--- src/rtl/branch_resolver.sv ---
// rtl/branch_resolver.sv - in-order FIFO of IF predictions retired and checked against the WB next PC
//
// Purpose: holds {pc, pred_pc} for every instruction IF issues with a prediction, compares the
// head entry against the committed next PC at WB, and on a mismatch empties the FIFO and holds
// flush/redirect_pc for FLUSH_CYCLES cycles.
//
// Ports:
//   clk, rst                      clock; synchronous active-low reset
//   if_fire, if_pc, if_pred_pc    IF enqueue request (accepted when if_ready)
//   if_ready                      RUN state and FIFO not full (from registered count)
//   wb_valid, wb_pc, wb_next_pc   WB commit used to retire the head entry
//   flush, redirect_pc            registered squash/redirect, valid for FLUSH_CYCLES cycles
//   seq_err                       sticky: WB with empty FIFO or WB pc not matching head pc
//   pred_total, mispred_total     statistics counters
//
// Optional feature: define BRANCH_RESOLVER_STATS_EN to build the statistics counters;
// otherwise pred_total and mispred_total are constant 0.

module branch_resolver #(
    parameter int DEPTH        = 8,
    parameter int FLUSH_CYCLES = 2
) (
    input  logic        clk,
    input  logic        rst,
    input  logic        if_fire,
    input  logic [31:0] if_pc,
    input  logic [31:0] if_pred_pc,
    output logic        if_ready,
    input  logic        wb_valid,
    input  logic [31:0] wb_pc,
    input  logic [31:0] wb_next_pc,
    output logic        flush,
    output logic [31:0] redirect_pc,
    output logic        seq_err,
    output logic [31:0] pred_total,
    output logic [31:0] mispred_total
);

    localparam int PW = (DEPTH > 1) ? $clog2(DEPTH) : 1;
    localparam int CW = PW + 1;
    localparam int FW = (FLUSH_CYCLES > 1) ? $clog2(FLUSH_CYCLES + 1) : 1;

    typedef enum logic {
        RUN   = 1'b0,
        FLUSH = 1'b1
    } state_t;

    state_t         state;
    state_t         state_nxt;
    logic [PW-1:0]  rd_ptr;
    logic [PW-1:0]  wr_ptr;
    logic [CW-1:0]  count;
    logic [FW-1:0]  flush_cnt;
    logic [31:0]    redirect_q;
    logic           seq_err_q;

    logic [31:0]    pc_mem   [DEPTH];
    logic [31:0]    pred_mem [DEPTH];

    logic           enq;
    logic           deq;
    logic           mispred;
    logic           order_err;

    assign if_ready  = (state == RUN) && (count < CW'(DEPTH));
    assign enq       = if_fire && if_ready;
    assign deq       = wb_valid && (state == RUN) && (count != '0);
    assign mispred   = deq && (pred_mem[rd_ptr] != wb_next_pc);
    // Empty-FIFO WB and head/pc mismatch are both ordering faults; wrong-path WB in FLUSH is not.
    assign order_err = wb_valid && (state == RUN) &&
                       ((count == '0) || (pc_mem[rd_ptr] != wb_pc));

    assign flush       = (state == FLUSH);
    assign redirect_pc = redirect_q;
    assign seq_err     = seq_err_q;

    always_comb begin
        state_nxt = state;
        case (state)
            RUN:     if (mispred) state_nxt = FLUSH;
            FLUSH:   if (flush_cnt == '0) state_nxt = RUN;
            default: state_nxt = RUN;
        endcase
    end

    always_ff @(posedge clk) begin
        if (!rst) begin
            state      <= RUN;
            rd_ptr     <= '0;
            wr_ptr     <= '0;
            count      <= '0;
            flush_cnt  <= '0;
            redirect_q <= '0;
            seq_err_q  <= 1'b0;
        end else begin
            state <= state_nxt;
            if (order_err) seq_err_q <= 1'b1;

            if (mispred) begin
                // Empty the FIFO; a same-cycle enqueue is wrong-path and is dropped.
                rd_ptr     <= rd_ptr + PW'(1);
                wr_ptr     <= rd_ptr + PW'(1);
                count      <= '0;
                redirect_q <= wb_next_pc;
                flush_cnt  <= FW'(FLUSH_CYCLES - 1);
            end else begin
                if (enq) wr_ptr <= wr_ptr + PW'(1);
                if (deq) rd_ptr <= rd_ptr + PW'(1);
                case ({enq, deq})
                    2'b10:   count <= count + CW'(1);
                    2'b01:   count <= count - CW'(1);
                    default: count <= count;
                endcase
                if ((state == FLUSH) && (flush_cnt != '0)) flush_cnt <= flush_cnt - FW'(1);
            end
        end
    end

    // Storage needs no reset: entries are only read when count says they are valid.
    always_ff @(posedge clk) begin
        if (enq && !mispred) begin
            pc_mem[wr_ptr]   <= if_pc;
            pred_mem[wr_ptr] <= if_pred_pc;
        end
    end

`ifdef BRANCH_RESOLVER_STATS_EN
    logic [31:0] pred_q;
    logic [31:0] mispred_q;

    always_ff @(posedge clk) begin
        if (!rst) begin
            pred_q    <= '0;
            mispred_q <= '0;
        end else begin
            if (deq)     pred_q    <= pred_q + 32'd1;
            if (mispred) mispred_q <= mispred_q + 32'd1;
        end
    end

    assign pred_total    = pred_q;
    assign mispred_total = mispred_q;
`else
    assign pred_total    = 32'd0;
    assign mispred_total = 32'd0;
`endif

endmodule

--- config.mk ---
export PLATFORM = sky130hd
export DESIGN_NAME = branch_resolver
export DESIGN_NICKNAME = d
export VERILOG_FILES = /design/src/rtl/branch_resolver.sv
export SDC_FILE = /design/constraint.sdc
export NUM_CORES = 1
export LEC_CHECK = 0
export ABC_AREA = 0
export CAP_MARGIN = 30
export CORE_ASPECT_RATIO = 0.9
export CORE_MARGIN = 2
export CORE_UTILIZATION = 45
export DETAILED_ROUTE_END_ITERATION = 12
export DONT_BUFFER_PORTS = 1
export GPL_TIMING_DRIVEN = 0
export SLEW_MARGIN = 20
export SYNTH_ARGS = -nofsm -noshare
export SYNTH_HDL_FRONTEND = slang
export SYNTH_SLANG_ARGS = --single-unit
--- constraint.sdc ---
create_clock -name clk -period 14.4 [get_ports clk]
set_clock_uncertainty 0.2 [all_clocks]
set_input_delay 2.16 -clock clk [delete_from_list [all_inputs] [get_ports clk]]
set_output_delay 2.16 -clock clk [all_outputs]
set_load 0.05 [all_outputs]
==> metrics.md <==
| Metric | Value |
|---|---|
| Result of the run | finished, final reports clean |
| Post-layout net count | 1526 |
| Overflow left after global routing | 0 |
| Highest attainable clock frequency | 178 MHz |
| Fraction of registers with async set/reset | 0% |
| CP Data Arrival Time | 5700 ps |
| Power per standard cell area | 178 nW/um^2 |
| Residual antenna-violating net count after detailed routing | 0 |
| Worst hold path cell count | 2 |
| Average detailed-routed wire length per instance | 24.3 um |
| Detailed router's first-iteration violation count | 791 |
| Worst min path class | register to register |
| Combined area of all synthesized cells | 22600 sq um |
| Share of cells above drive strength 1 | 26.8% |
| Critical Path Fanout Max | 10 |
| Netlist cell types | 41 |
| Type of element capturing the critical path | register |
| Maximum clock path buffer count | 3 |
| Most frequent CP cell | sky130_fd_sc_hd__buf_2 |
| Die outline height | 216 um |
| Count of hold buffers inserted by post-cts repair | 0 |
| Required arrival time at the worst endpoint | 14500 ps |
| Insertion delay to the later sink of the worst-skew pair | 610 ps |
| Placement row count | 77 |
| Most common cell after layout, fill and taps aside | sky130_fd_sc_hd__edfxtp_1 |
| Iteration count of the initial detailed-routing pass | 5 |
| Total Power Consumption | 4.65 mW |
| Max Cap Violations | 0 |
| Worst Hold Slack | 354 ps |
| Final cell count without fillers | 2103 |
| Initial core utilization | 45.7% |
| Final worst path period need | 5610 ps |
| Number of H-tree levels | 2 |
| Number of global-route vias before repair | 11277 |
| Sequential fraction of the synthesis area | 72.5% |
| Ratio of routed vias to standard cells | 5.26 |
| Setup repair after global routing missed its margin | false |
| Placed insts | 1999 |
| Commonest non-fill, non-tap cells in the layout | sky130_fd_sc_hd__edfxtp_1 (512), sky130_fd_sc_hd__mux2i_1 (120), sky130_fd_sc_hd__mux4_2 (114), sky130_fd_sc_hd__buf_4 (98), sky130_fd_sc_hd__nand2_1 (77) |
| Worst IR Drop VDD | 0.115 mV |
| Worst path cell trace | buf_2 > clkbuf_1 > mux4_2 > mux2i_1 > xor2_1 > o2111ai_1 > nor4_1 > a31oi_1 > clkbuf_1 > nor4_2 > buf_2 > buf_6 > buf_2 > buf_2 > buf_4 > buf_4 > buf_2 |
| Global-route usage over all layers | 20.0% |
| Final period utilization | 38.9% |
| Average footprint of a synthesized cell | 19.2 sq um |
| Crit start category | register |
| TritonCTS buffer count | 57 |
| Number of filler instances in the final layout | 3929 |
| Setup slack of the most critical reg-to-reg path | 8790 ps |
| Max-slew violation count | 0 |
| Number of gates resized after CTS | 0 |
| Worst-Margin Slew | 907 ps |
| Number of cells on the worst reg-to-reg path | 17 |
| Maximum number of pins on one net before global-route repair | 15 |
| Area enclosed by the die boundary | 51900 sq um |
| Crit Path Class | register to register |
| Die width | 240 um |
| Number of antenna violations at the first check in global routing | 0 |
| Placeable core area | 49300 sq um |
| Ys flop type | sky130_fd_sc_hd__edfxtp_1 |
| Largest stage delay on the critical path | 610 ps |
| Final Hold Violating Endpoints | 0 |
| Post-CTS Setup Inserts | 0 |
| Yosys warns | 0 |
| Seq cells post-synth | 561 |
| First-pass GRT wire length | 75.4 mm |
| Final weighted congestion of routability-driven global placement | 0.768 |
| Layout overhead on the synthesized area | 16.0% |
| Post-Syn Instances | 1176 |
| Slowest library cell on the worst path | sky130_fd_sc_hd__clkbuf_1 |
| Quantity of I/O buffers inserted on ports | 0 |
| Leakage power | 8.69 nW |
| Final setup violating endpoints | 0 |
| Total half-perimeter wirelength after legalization and detailed placement | 36.2 mm |
| DRC Markers | 0 |
| Area of the multi-input gates | 5730 sq um |
| CTS tree | done |
| Worst relative slew slack | 39.1% |
| CTS Root Buffer Type | sky130_fd_sc_hd__clkbuf_16 |
| Area occupied by registers | 16400 sq um |
| Clock slew seen by the registers of the worst setup and hold paths | 60 ps |
| Number of vias in the routed layout | 11069 |
| Number of clock sinks | 561 |
| Number of I/O pins | 231 |
| Total routed wirelength | 51.1 mm |
| Count of flip-flops with a built-in enable after synthesis | 512 |
[metal layers]
| metal | part of all wire [%] | track usage [%] |
|---|---|---|
| met5 | 0 | 0 |
| met4 | 2.0 | 4.66 |
| met3 | 7.5 | 6.42 |
| met2 | 48 | 31.7 |
| met1 | 43 | 27.1 |
[worst max-delay path: cells and delay by family, from the launching register on]
kind            cells  cell delay (ps)
buf+inv            10             2600
mux                 2              580
flops               1              310
xor+xnor            1              400
compound gates      2              520
simple gates        2              680
[Yosys cell counts, types with 4 or more instances]
cell type                    n  share of area (%)
sky130_fd_sc_hd__a21oi_1     7               0.16
sky130_fd_sc_hd__a22oi_1     9               0.30
sky130_fd_sc_hd__and2_1      4               0.11
sky130_fd_sc_hd__buf_1       5              0.083
sky130_fd_sc_hd__buf_2      27               0.60
sky130_fd_sc_hd__buf_4      71                2.4
sky130_fd_sc_hd__clkbuf_1   16               0.27
sky130_fd_sc_hd__dfxtp_1    49                4.3
sky130_fd_sc_hd__edfxtp_1  512                 68
sky130_fd_sc_hd__ha_1        6               0.33
sky130_fd_sc_hd__inv_1       8               0.13
sky130_fd_sc_hd__mux2i_1   120                5.3
sky130_fd_sc_hd__mux4_2    114                 11
sky130_fd_sc_hd__nand2_1    77                1.3
sky130_fd_sc_hd__nand2b_1    4               0.11
sky130_fd_sc_hd__nand3_1     6               0.13
sky130_fd_sc_hd__nand4_1    10               0.28
sky130_fd_sc_hd__nor2_1      9               0.15
sky130_fd_sc_hd__nor2b_1     9               0.25
sky130_fd_sc_hd__nor3b_1     5               0.17
sky130_fd_sc_hd__nor4_1      8               0.22
sky130_fd_sc_hd__nor4_2      4               0.22
sky130_fd_sc_hd__xnor2_1    10               0.39
sky130_fd_sc_hd__xor2_1     59                2.3
[per-stage QoR]
step / setup slack [ps] / utilization (%) / area, sq um / setup TNS, ps
final: 8790 / 53.1 / 26200 / 0
after global routing: 8460 / 53.1 / 26200 / 0
after detailed placement: 8380 / 49.6 / 24500 / 0
after CTS: 8710 / 53.1 / 26200 / 0
after floorplan: 4430 / - / 22800 / 0
after global placement: -4030 / 47.9 / 23600 / -511990
[state kept, by name, summed over array words and instances, names as in the netlist, named ones only]
register / count
count: 4
flush: 1
flush_cnt: 2
pc_mem: 256
pred_mem: 256
rd_ptr: 3
redirect_pc: 32
seq_err: 1
wr_ptr: 3
[area by class of cell]
type	instances	area share (%)
flip-flops and latches	561	62.5
multi-input cells	551	21.9
clock buffers	73	5.76
well taps	671	3.21
repair buffers	89	2.97
plain buffers	119	2.85
clock inverters	30	0.727
inverters	8	0.115
diodes	1	0.00956
[power by group]
part	total, mW	internal [mW]	leakage (nW)	switching (mW)
Combinational	1.14	0.505	2.81	0.635
Sequential	2.14	1.99	5.04	0.156
Clock	1.37	0.768	0.840	0.598
Total	4.65	3.26	8.69	1.39
[path summary, 6_finish.rpt]
path | end | from
min | register | rd_ptr[1]
min reg2reg | register | rd_ptr[1]
max reg2reg | pred_mem[6][1] | register
max | pred_mem[6][1] | register
[cell families (layout without fill, tap and decap cells)]
kind of cell / count (synthesis) / count (layout) / share of synthesized area [%]
DFF: 561 / 561 / 72.5
muxes: 235 / 235 / 16.8
and+or+nand+nor: 146 / 146 / 3.26
buffers and inverters: 127 / 319 / 3.44
xor gates and xnor gates: 69 / 69 / 2.68
AOI/OAI and AO/OA: 30 / 30 / 0.932
adders and majority gates: 7 / 7 / 0.421
other: 1 / 65 / 0.0166
Power figures use the tool's default switching activity.
